`src/rtl/fetch_stage_if.sv`:
```
// Instruction-memory bus between the fetch stage and instruction memory.
// Handshake: a transfer happens in any cycle where InstrReq and InstrRdy are
// both high; InstrRdata is only meaningful in that cycle. While InstrReq is
// high and InstrRdy is low, the requester keeps InstrAddr stable.
interface fetch_stage_if;
   logic        InstrReq;
   logic [31:0] InstrAddr;
   logic        InstrRdy;
   logic [31:0] InstrRdata;

   modport master (output InstrReq, output InstrAddr, input InstrRdy, input InstrRdata);
   modport slave  (input InstrReq, input InstrAddr, output InstrRdy, output InstrRdata);
endinterface

```
`src/rtl/fetch_stage.sv`:
```
// Fetch stage: owns PCF, issues instruction requests and fills the IF/ID
// register. A one-entry buffer parks a word returned during a stall (HOLD),
// and a redirect register remembers a branch target that arrives while a
// request is still outstanding (DRAIN).
module fetch_stage #(
   parameter logic [31:0] RESET_PC = 32'h00000000
) (
   input  logic                 clk,
   input  logic                 reset,
   input  logic                 StallF,
   input  logic                 StallD,
   input  logic                 PCSrcD,
   input  logic [31:0]          PCBranchD,
   fetch_stage_if.master        imem,
   output logic [31:0]          InstrD,
   output logic [31:0]          PCPlus4D,
   output logic                 ValidD,
   output logic [1:0]           stateDbg
);

   typedef enum logic [1:0] {
      FETCH = 2'd0,
      HOLD  = 2'd1,
      DRAIN = 2'd2
   } fetchState_t;

   fetchState_t state, stateNext;
   logic [31:0] pcF, pcFNext, pcPlus4F;
   logic [31:0] instrDNext, pcPlus4DNext;
   logic        validDNext;
   logic [31:0] bufInstr, bufInstrNext, bufPcPlus4, bufPcPlus4Next;
   logic [31:0] redirPc, redirPcNext;
   logic        stall, redirect, xfer;

   // Request side: no request while parked in HOLD or while reset is held.
   assign imem.InstrReq  = (state != HOLD) & ~reset;
   assign imem.InstrAddr = pcF;
   assign stateDbg       = state;

   assign stall    = StallF | StallD;
   // A branch is only honoured when Decode itself is not stalled.
   assign redirect = PCSrcD & ~StallD;
   assign xfer     = imem.InstrReq & imem.InstrRdy;
   assign pcPlus4F = pcF + 32'd4;

   // Next-state and next-register values for every fetch state.
   always_comb begin
      stateNext      = state;
      pcFNext        = pcF;
      instrDNext     = InstrD;
      pcPlus4DNext   = PCPlus4D;
      validDNext     = ValidD;
      bufInstrNext   = bufInstr;
      bufPcPlus4Next = bufPcPlus4;
      redirPcNext    = redirPc;
      case (state)
         FETCH: begin
            if (redirect) begin
               // Flush IF/ID; a returned word belongs to the wrong path.
               instrDNext   = 32'd0;
               pcPlus4DNext = 32'd0;
               validDNext   = 1'b0;
               if (xfer) begin
                  pcFNext = PCBranchD;
               end else begin
                  redirPcNext = PCBranchD;
                  stateNext   = DRAIN;
               end
            end else if (xfer) begin
               if (stall) begin
                  bufInstrNext   = imem.InstrRdata;
                  bufPcPlus4Next = pcPlus4F;
                  stateNext      = HOLD;
               end else begin
                  pcFNext      = pcPlus4F;
                  instrDNext   = imem.InstrRdata;
                  pcPlus4DNext = pcPlus4F;
                  validDNext   = 1'b1;
               end
            end else if (!StallD) begin
               instrDNext   = 32'd0;
               pcPlus4DNext = 32'd0;
               validDNext   = 1'b0;
            end
         end
         HOLD: begin
            if (redirect) begin
               pcFNext      = PCBranchD;
               instrDNext   = 32'd0;
               pcPlus4DNext = 32'd0;
               validDNext   = 1'b0;
               stateNext    = FETCH;
            end else if (!stall) begin
               instrDNext   = bufInstr;
               pcPlus4DNext = bufPcPlus4;
               validDNext   = 1'b1;
               pcFNext      = pcPlus4F;
               stateNext    = FETCH;
            end
         end
         DRAIN: begin
            if (!StallD) begin
               instrDNext   = 32'd0;
               pcPlus4DNext = 32'd0;
               validDNext   = 1'b0;
            end
            // Latest branch target wins, including one arriving with the drain.
            if (redirect) redirPcNext = PCBranchD;
            if (xfer) begin
               pcFNext   = redirect ? PCBranchD : redirPc;
               stateNext = FETCH;
            end
         end
         default: stateNext = FETCH;
      endcase
   end

   // State register; synchronous reset drops anything in flight.
   always_ff @(posedge clk) begin
      if (reset) begin
         state      <= FETCH;
         pcF        <= RESET_PC;
         InstrD     <= 32'd0;
         PCPlus4D   <= 32'd0;
         ValidD     <= 1'b0;
         bufInstr   <= 32'd0;
         bufPcPlus4 <= 32'd0;
         redirPc    <= 32'd0;
      end else begin
         state      <= stateNext;
         pcF        <= pcFNext;
         InstrD     <= instrDNext;
         PCPlus4D   <= pcPlus4DNext;
         ValidD     <= validDNext;
         bufInstr   <= bufInstrNext;
         bufPcPlus4 <= bufPcPlus4Next;
         redirPc    <= redirPcNext;
      end
   end

endmodule

```
`src/flat_wrapper.sv`:
```
// flat-port wrapper written by rule: the top's interface ports become plain ports
module fetch_stage_flat 
#(
   parameter logic [31:0] RESET_PC = 32'h00000000
)
  (clk, reset, StallF, StallD, PCSrcD, PCBranchD, InstrD, PCPlus4D, ValidD, stateDbg, imem_InstrReq, imem_InstrAddr, imem_InstrRdy, imem_InstrRdata);
  fetch_stage_if imem_i ();
  input  logic clk;
  input  logic reset;
  input  logic StallF;
  input  logic StallD;
  input  logic PCSrcD;
  input  logic [31:0] PCBranchD;
  output logic [31:0] InstrD;
  output logic [31:0] PCPlus4D;
  output logic ValidD;
  output logic [1:0] stateDbg;
  output wire logic [$bits(imem_i.InstrReq)-1:0] imem_InstrReq;
  output wire logic [$bits(imem_i.InstrAddr)-1:0] imem_InstrAddr;
  input wire logic [$bits(imem_i.InstrRdy)-1:0] imem_InstrRdy;
  input wire logic [$bits(imem_i.InstrRdata)-1:0] imem_InstrRdata;
  assign imem_InstrReq = imem_i.InstrReq;
  assign imem_InstrAddr = imem_i.InstrAddr;
  assign imem_i.InstrRdy = imem_InstrRdy;
  assign imem_i.InstrRdata = imem_InstrRdata;
  fetch_stage #(.RESET_PC(RESET_PC)) u_core (.clk(clk), .reset(reset), .StallF(StallF), .StallD(StallD), .PCSrcD(PCSrcD), .PCBranchD(PCBranchD), .imem(imem_i), .InstrD(InstrD), .PCPlus4D(PCPlus4D), .ValidD(ValidD), .stateDbg(stateDbg));
endmodule
```
`config.mk`:
```
export PLATFORM = sky130hd
export DESIGN_NAME = fetch_stage_flat
export DESIGN_NICKNAME = d
export VERILOG_FILES = /design/src/rtl/fetch_stage_if.sv /design/src/rtl/fetch_stage.sv /design/src/flat_wrapper.sv
export SDC_FILE = /design/constraint.sdc
export NUM_CORES = 1
export LEC_CHECK = 0
export ABC_AREA = 1
export CAP_MARGIN = 15
export CORE_MARGIN = 5
export CORE_UTILIZATION = 53
export CTS_CLUSTER_DIAMETER = 50
export DETAILED_ROUTE_END_ITERATION = 10
export PLACE_DENSITY = 0.78
export SLEW_MARGIN = 20
export SYNTH_ARGS = -nofsm -noshare
export SYNTH_HDL_FRONTEND = slang
export SYNTH_SLANG_ARGS = --single-unit
```
`constraint.sdc`:
```
create_clock -name clk -period 3.1 [get_ports clk]
set_input_delay 0.62 -clock clk [delete_from_list [all_inputs] [get_ports clk]]
set_output_delay 0.62 -clock clk [all_outputs]
set_load 0.01 [all_outputs]
```
==> results of run 1 <==
[logic make-up (layout without fill, tap and decap cells)]
logic type,Yosys count,in the layout
AND/OR/NAND/NOR,662,662
AO/OA/AOI/OAI,579,579
buffers and inverters,218,326
flip-flops,195,195
XOR/XNOR,8,8
adder cells (fa/ha/maj),5,5
[where the power goes]
| part | switching [mW] | leakage (nW) | total (mW) | internal [mW] |
|---|---|---|---|---|
| combinational | 1.28 | 3.03 | 2.09 | 0.809 |
| clock | 1.03 | 0.312 | 2.42 | 1.39 |
| sequential | 0.289 | 1.60 | 3.10 | 2.81 |
[final timing paths]
kind                                         start                 to  slack [ns]  cells after the start
worst max-delay path                         reset      imem_InstrReq        0.50                      3
worst min-delay path             u_core.redirPc[1]  u_core.redirPc[1]        0.45                      2
worst max register to register  u_core.stateDbg[0]  u_core.redirPc[4]        0.72                      8
worst min register to register   u_core.redirPc[1]  u_core.redirPc[1]        0.45                      2
[worst register-to-register path, delay by kind of cell, from the launching register on]
kind	cells	cell delay [ns]
AO/OA/AOI/OAI	3	0.46
adder cells (fa/ha/maj)	1	0.23
flip-flops	1	0.42
buffers and inverters	4	1.16
[layer usage]
layer / track usage [%] / vias up / routed length (µm)
met5: 0 / - / 0
met4: 12.1 / 0 / 1300
met3: 4.64 / 81 / 2990
met2: 48.8 / 580 / 16500
met1: 38.2 / 5427 / 14100
li1: - / 5688 / -
[sequential cells by signal, summed over array words and instances, names as in the netlist]
register and count:
u_core.InstrD 32, u_core.PCPlus4D 32, u_core.ValidD 1, u_core.bufInstr 32, u_core.bufPcPlus4 32, u_core.imem.InstrAddr 32, u_core.redirPc 32, u_core.stateDbg 2
[final cells by class]
cell class,count,area [µm²],share of cell area (%)
Multi-Input combinational cell,1254,5730,44.4
Sequential cell,195,3900,30.2
Timing Repair Buffer,199,1960,15.2
Clock buffer,18,439,3.40
Inverter,95,360,2.79
Tap cell,265,332,2.57
Clock inverter,14,195,1.51
[cells in the mapped netlist]
master and n:
a211oi_1 2, a21boi_0 1, a21oi_1 257, a21oi_2 1, a31oi_1 13, and2_1 1
buf_1 18, buf_2 34, buf_4 6, buf_6 9, clkbuf_1 56, clkinv_2 1
dfxtp_1 195, ha_1 5, inv_1 86, inv_2 8, nand2_1 363, nand2_2 2
nand3_1 56, nand3b_1 3, nor2_1 226, nor2_4 5, nor2_8 1, nor3_1 3
o21a_1 2, o21ai_0 221, o21ai_1 80, o21ai_4 1, o22ai_2 1, or2_2 2
xnor2_1 3, xor2_1 5
[per-stage QoR]
step                power [mW]  utilization (%)  hold WS [ns]
global route              7.96             66.2         0.466
finish                    7.60             66.2         0.453
global placement          5.15             62.9         0.442
detailed placement        5.19             62.9         0.444
floorplan                 4.30                -         0.425
CTS                       7.58             66.2         0.453
==> metrics.yaml, run 1 <==
sta:
  setup_slack_ns: 0.501
  max_slew_margin_pct: 31.2
  fin_skew_ns: 0.0125
  tightestPinTransition_ns: 1.03
  final.period_utilization_pct: 83.9
  setup_viol_count_final: 0
  setup-tns-final_ns: 0
  finalHoldViolations: 0
  fmax_mhz: 385
  period_needed_ns: 2.60
  maxSlewViolCount: 0
  rsz0062_at_grt: "no"
layout:
  antenna_cells: 0
  final_cells: 2040
  drive_gt1_share_pct: 4.96
  fillers: 1793
  mostFrequentLayoutCell: "nand2_1"
  fin_nets: 1837
  final_cell_mix: "nand2_1, a21oi_1, nor2_1, o21ai_0, dfxtp_1"
  final_area_um2: 12900
  area_delta_synth_final_pct: 22.2
synth:
  synthCells: 1667
  yosys_register_bits: 195
  syn_avg_cell_area_um2: 6.34
  syn-num-nets: 1742
  ys_seq_area_share_pct: 36.9
  muxShareOfSynthArea_pct: 0
  synth_fa_ha_area_share_pct: 0.592
  yosys.area.top_type: "dfxtp_1"
  yosys.area.top_type_share_pct: 36.9
  synth_xor_area_share_pct: 0.663
  synthSimpleGateAreaFrac_pct: 24.9
  synth_cell_type_count: 32
  ys_warn_count: 0
  netlist_area_um2: 10600
  synthTopCellsByArea: "dfxtp_1, nand2_1, a21oi_1"
  synth-compound-area-share_pct: 27.9
  synth_top_family_by_area: "compound AO/OA/AOI/OAI gates"
global_routing:
  grt_max_degree: 82
  grt_pass1_vias: 10705
  grt_usage_pct: 29.4
  antenna_found_initial: 0
  gr-total-overflow: 0
  grt_first_pass_wirelength_um: 54200
place:
  io_buffers: 169
  gp_congestion: 0.946
  place_area_um2: 12300
  place_ws_ns: 0.237
  place_hpwl_um: 22500
  placedCellCount: 2008
critical_path:
  crit_path_max_incr_delay_ns: 0.60
  crit_family: "buffers and inverters"
  worstPathArrival_ns: 1.98
  critical_path_class: "in -> out"
  critPathLaunchType: "input pin"
  crit_required_ns: 2.48
  end_kind: "output port"
  crit_chain: "clkdlybuf4s50_1 -> nor2_4 -> clkdlybuf4s50_1"
  cp_max_fo: 2
  slowest_stage: "clkdlybuf4s50_1"
  path_buf_inv: 2
  crit_top_cell: "clkdlybuf4s50_1"
clock_network:
  postCtsSetupBuffers: 0
  path_clk_slew_ns: 0.07
  htreeDepth: 4
  clock_path_buffers: 2
  clock_sinks: 195
  cts_buffers: 17
  root_buffer: "clkbuf_16"
  insertion_delay_ns: 0.45
  hold_buffers: 0
  cts_resized: 0
  cts_tree: "built"
detailed_routing:
  route.detailed.wl_per_inst_um: 17.1
  vias: 11776
  drc: 0
  ant_nets: 0
  dr.pass1.iters: 6
  wirelength_um: 34900
  drt_iter0_drc: 1105
  avgViaCountPerCell: 5.77
floorplan:
  initial_utilization_pct: 54.2
  rows: 51
  die_area_um2: 22900
  die_y_um: 151
  coreArea_um2: 19500
  num_io_pins: 170
  dieWidth_um: 151
pwr:
  p_per_area_nw_per_um2: 588
  ir_drop_mv: 0.437
  power.leakage_nw: 4.94
worst_hold_path:
  hp-class: "reg -> reg"
flow_run:
  maxCapViolations: 0
outcome:
  status: "completed"
Note: power is estimated with default switching activity, not from simulation.
==> run 2, diff against run 1 <==
==> constraint.sdc (replaced) <==
create_clock -name clk -period 2.6 [get_ports clk]
set_input_delay 0.52 -clock clk [delete_from_list [all_inputs] [get_ports clk]]
set_output_delay 0.52 -clock clk [all_outputs]
set_load 0.01 [all_outputs]
==> run 2 against run 1 <==
  * Worst hold slack worse by 0.0030 ns
  * Clock power increased by 7%
  * Die area is the same
  * Largest cell class unchanged
  * Highest routed layer unchanged
==> metrics.yaml, run 2 (synthesized netlist as in run 1, its figures left out) <==
place:
  place_hpwl_um: 22900
  placedCellCount: 2013
  place_area_um2: 12400
  gp_congestion: 0.970
  io_buffers: 169
clock_network:
  cts_tree: "built"
  cts_resized: 0
  clock_sinks: 195
  insertion_delay_ns: 0.44
  cts_buffers: 17
  clock_path_buffers: 2
  postCtsSetupBuffers: 0
  root_buffer: "clkbuf_16"
  htreeDepth: 4
  path_clk_slew_ns: 0.07
  hold_buffers: 0
global_routing:
  antenna_found_initial: 0
  grt_first_pass_wirelength_um: 55000
  grt_max_degree: 94
  grt_pass1_vias: 10890
  grt_usage_pct: 29.7
  gr-total-overflow: 0
detailed_routing:
  ant_nets: 0
  drc: 0
  wirelength_um: 34500
  avgViaCountPerCell: 5.76
  drt_iter0_drc: 1290
  vias: 11775
  route.detailed.wl_per_inst_um: 16.9
  dr.pass1.iters: 5
sta:
  tightestPinTransition_ns: 0.867
  period_needed_ns: 2.46
  rsz0062_at_grt: "no"
  setup_viol_count_final: 0
  finalHoldViolations: 0
  maxSlewViolCount: 0
  final.period_utilization_pct: 94.5
  max_slew_margin_pct: 42.2
  fmax_mhz: 407
  setup-tns-final_ns: 0
  fin_skew_ns: 0.00911
  holdWs_ns: 0.450
layout:
  multi_input_area_um2: 5730
  seq_area_um2: 3900
  fillers: 1793
  final_util_pct: 66.4
  final_cells: 2044
  drive_gt1_share_pct: 5.12
  fin_nets: 1842
  antenna_cells: 0
  mostFrequentLayoutCell: "nand2_1"
  area_delta_synth_final_pct: 22.6
  final_area_um2: 13000
  final_cell_mix: "nand2_1, a21oi_1, nor2_1, o21ai_0, dfxtp_1"
critical_path:
  cp_max_fo: 4
  critPathLaunchType: "register"
  end_kind: "output port"
  slowest_stage: "clkdlybuf4s50_1"
  crit_path_max_incr_delay_ns: 0.61
  regToRegSetupSlack_ns: 0.31
  crit_required_ns: 2.08
  path_buf_inv: 2
  critical_path_class: "reg -> out"
  crit_family: "buffers and inverters"
  worstPathArrival_ns: 1.94
  crit_chain: "inv_1 -> ha_1 -> nor2_4 -> clkdlybuf4s50_1"
pwr:
  p_per_area_nw_per_um2: 680
  power.leakage_nw: 4.95
  ir_drop_mv: 0.527
floorplan:
  initial_utilization_pct: 54.2
  num_io_pins: 170
  die_area_um2: 22900
  die_y_um: 151
  dieWidth_um: 151
  rows: 51
  coreArea_um2: 19500
flow_run:
  maxCapViolations: 0
outcome:
  status: "completed"
worst_hold_path:
  hp-class: "reg -> reg"
==> run 2: changes by cell type in the layout (fill, tap and decap cells not counted), sizes merged <==
cell,before,now
buf,31,36
inv,100,95
clkinv,4,9
bufinv,4,1
clkinvlp,1,0
clkbuf,18,21
==> run 2: metrics by stage <==
stage,total power [mW],setup slack [ns]
after floorplan,5.12,0.681
after detailed placement,6.24,0.113
final,8.82,0.143
after CTS,8.80,0.134
after global routing,9.24,0.0472
after global placement,6.18,0.163
==> run 2: path summary, 6_finish.rpt <==
path                           start                         to  cells after the start
setup / recovery  u_core.stateDbg[1]              imem_InstrReq                      4
hold / removal    u_core.redirPc[31]         u_core.redirPc[31]                      2
setup reg to reg  u_core.stateDbg[0]  u_core.imem.InstrAddr[31]                      8
hold reg to reg   u_core.redirPc[31]         u_core.redirPc[31]                      2
==> run 2: layer usage <==
metal  routed length [µm]  global-route usage (%)
met1                14300                    38.6
met2                16500                    49.6
met3                 2690                    4.67
met4                 1020                    11.1
met5                    0                       0
==> run 2: power breakdown <==
group	internal (mW)	switching (mW)
registers	3.35	0.343
logic	1.01	1.52
clock network	1.40	1.20
total	5.76	3.06
==> run 2: worst min-delay path: stages, from the launching register on <==
cell	delay (ns)
dfxtp_1	0.30
inv_1	0.05
a21oi_1	0.05
==> run 2: final cells by class <==
class,instances,share of cell area (%)
multi-input combinational,1254,44.2
clock inverter,10,0.782
sequential,195,30.1
clock buffer,21,3.63
tap,265,2.56
timing repair buffer,204,15.9
inverter,95,2.78
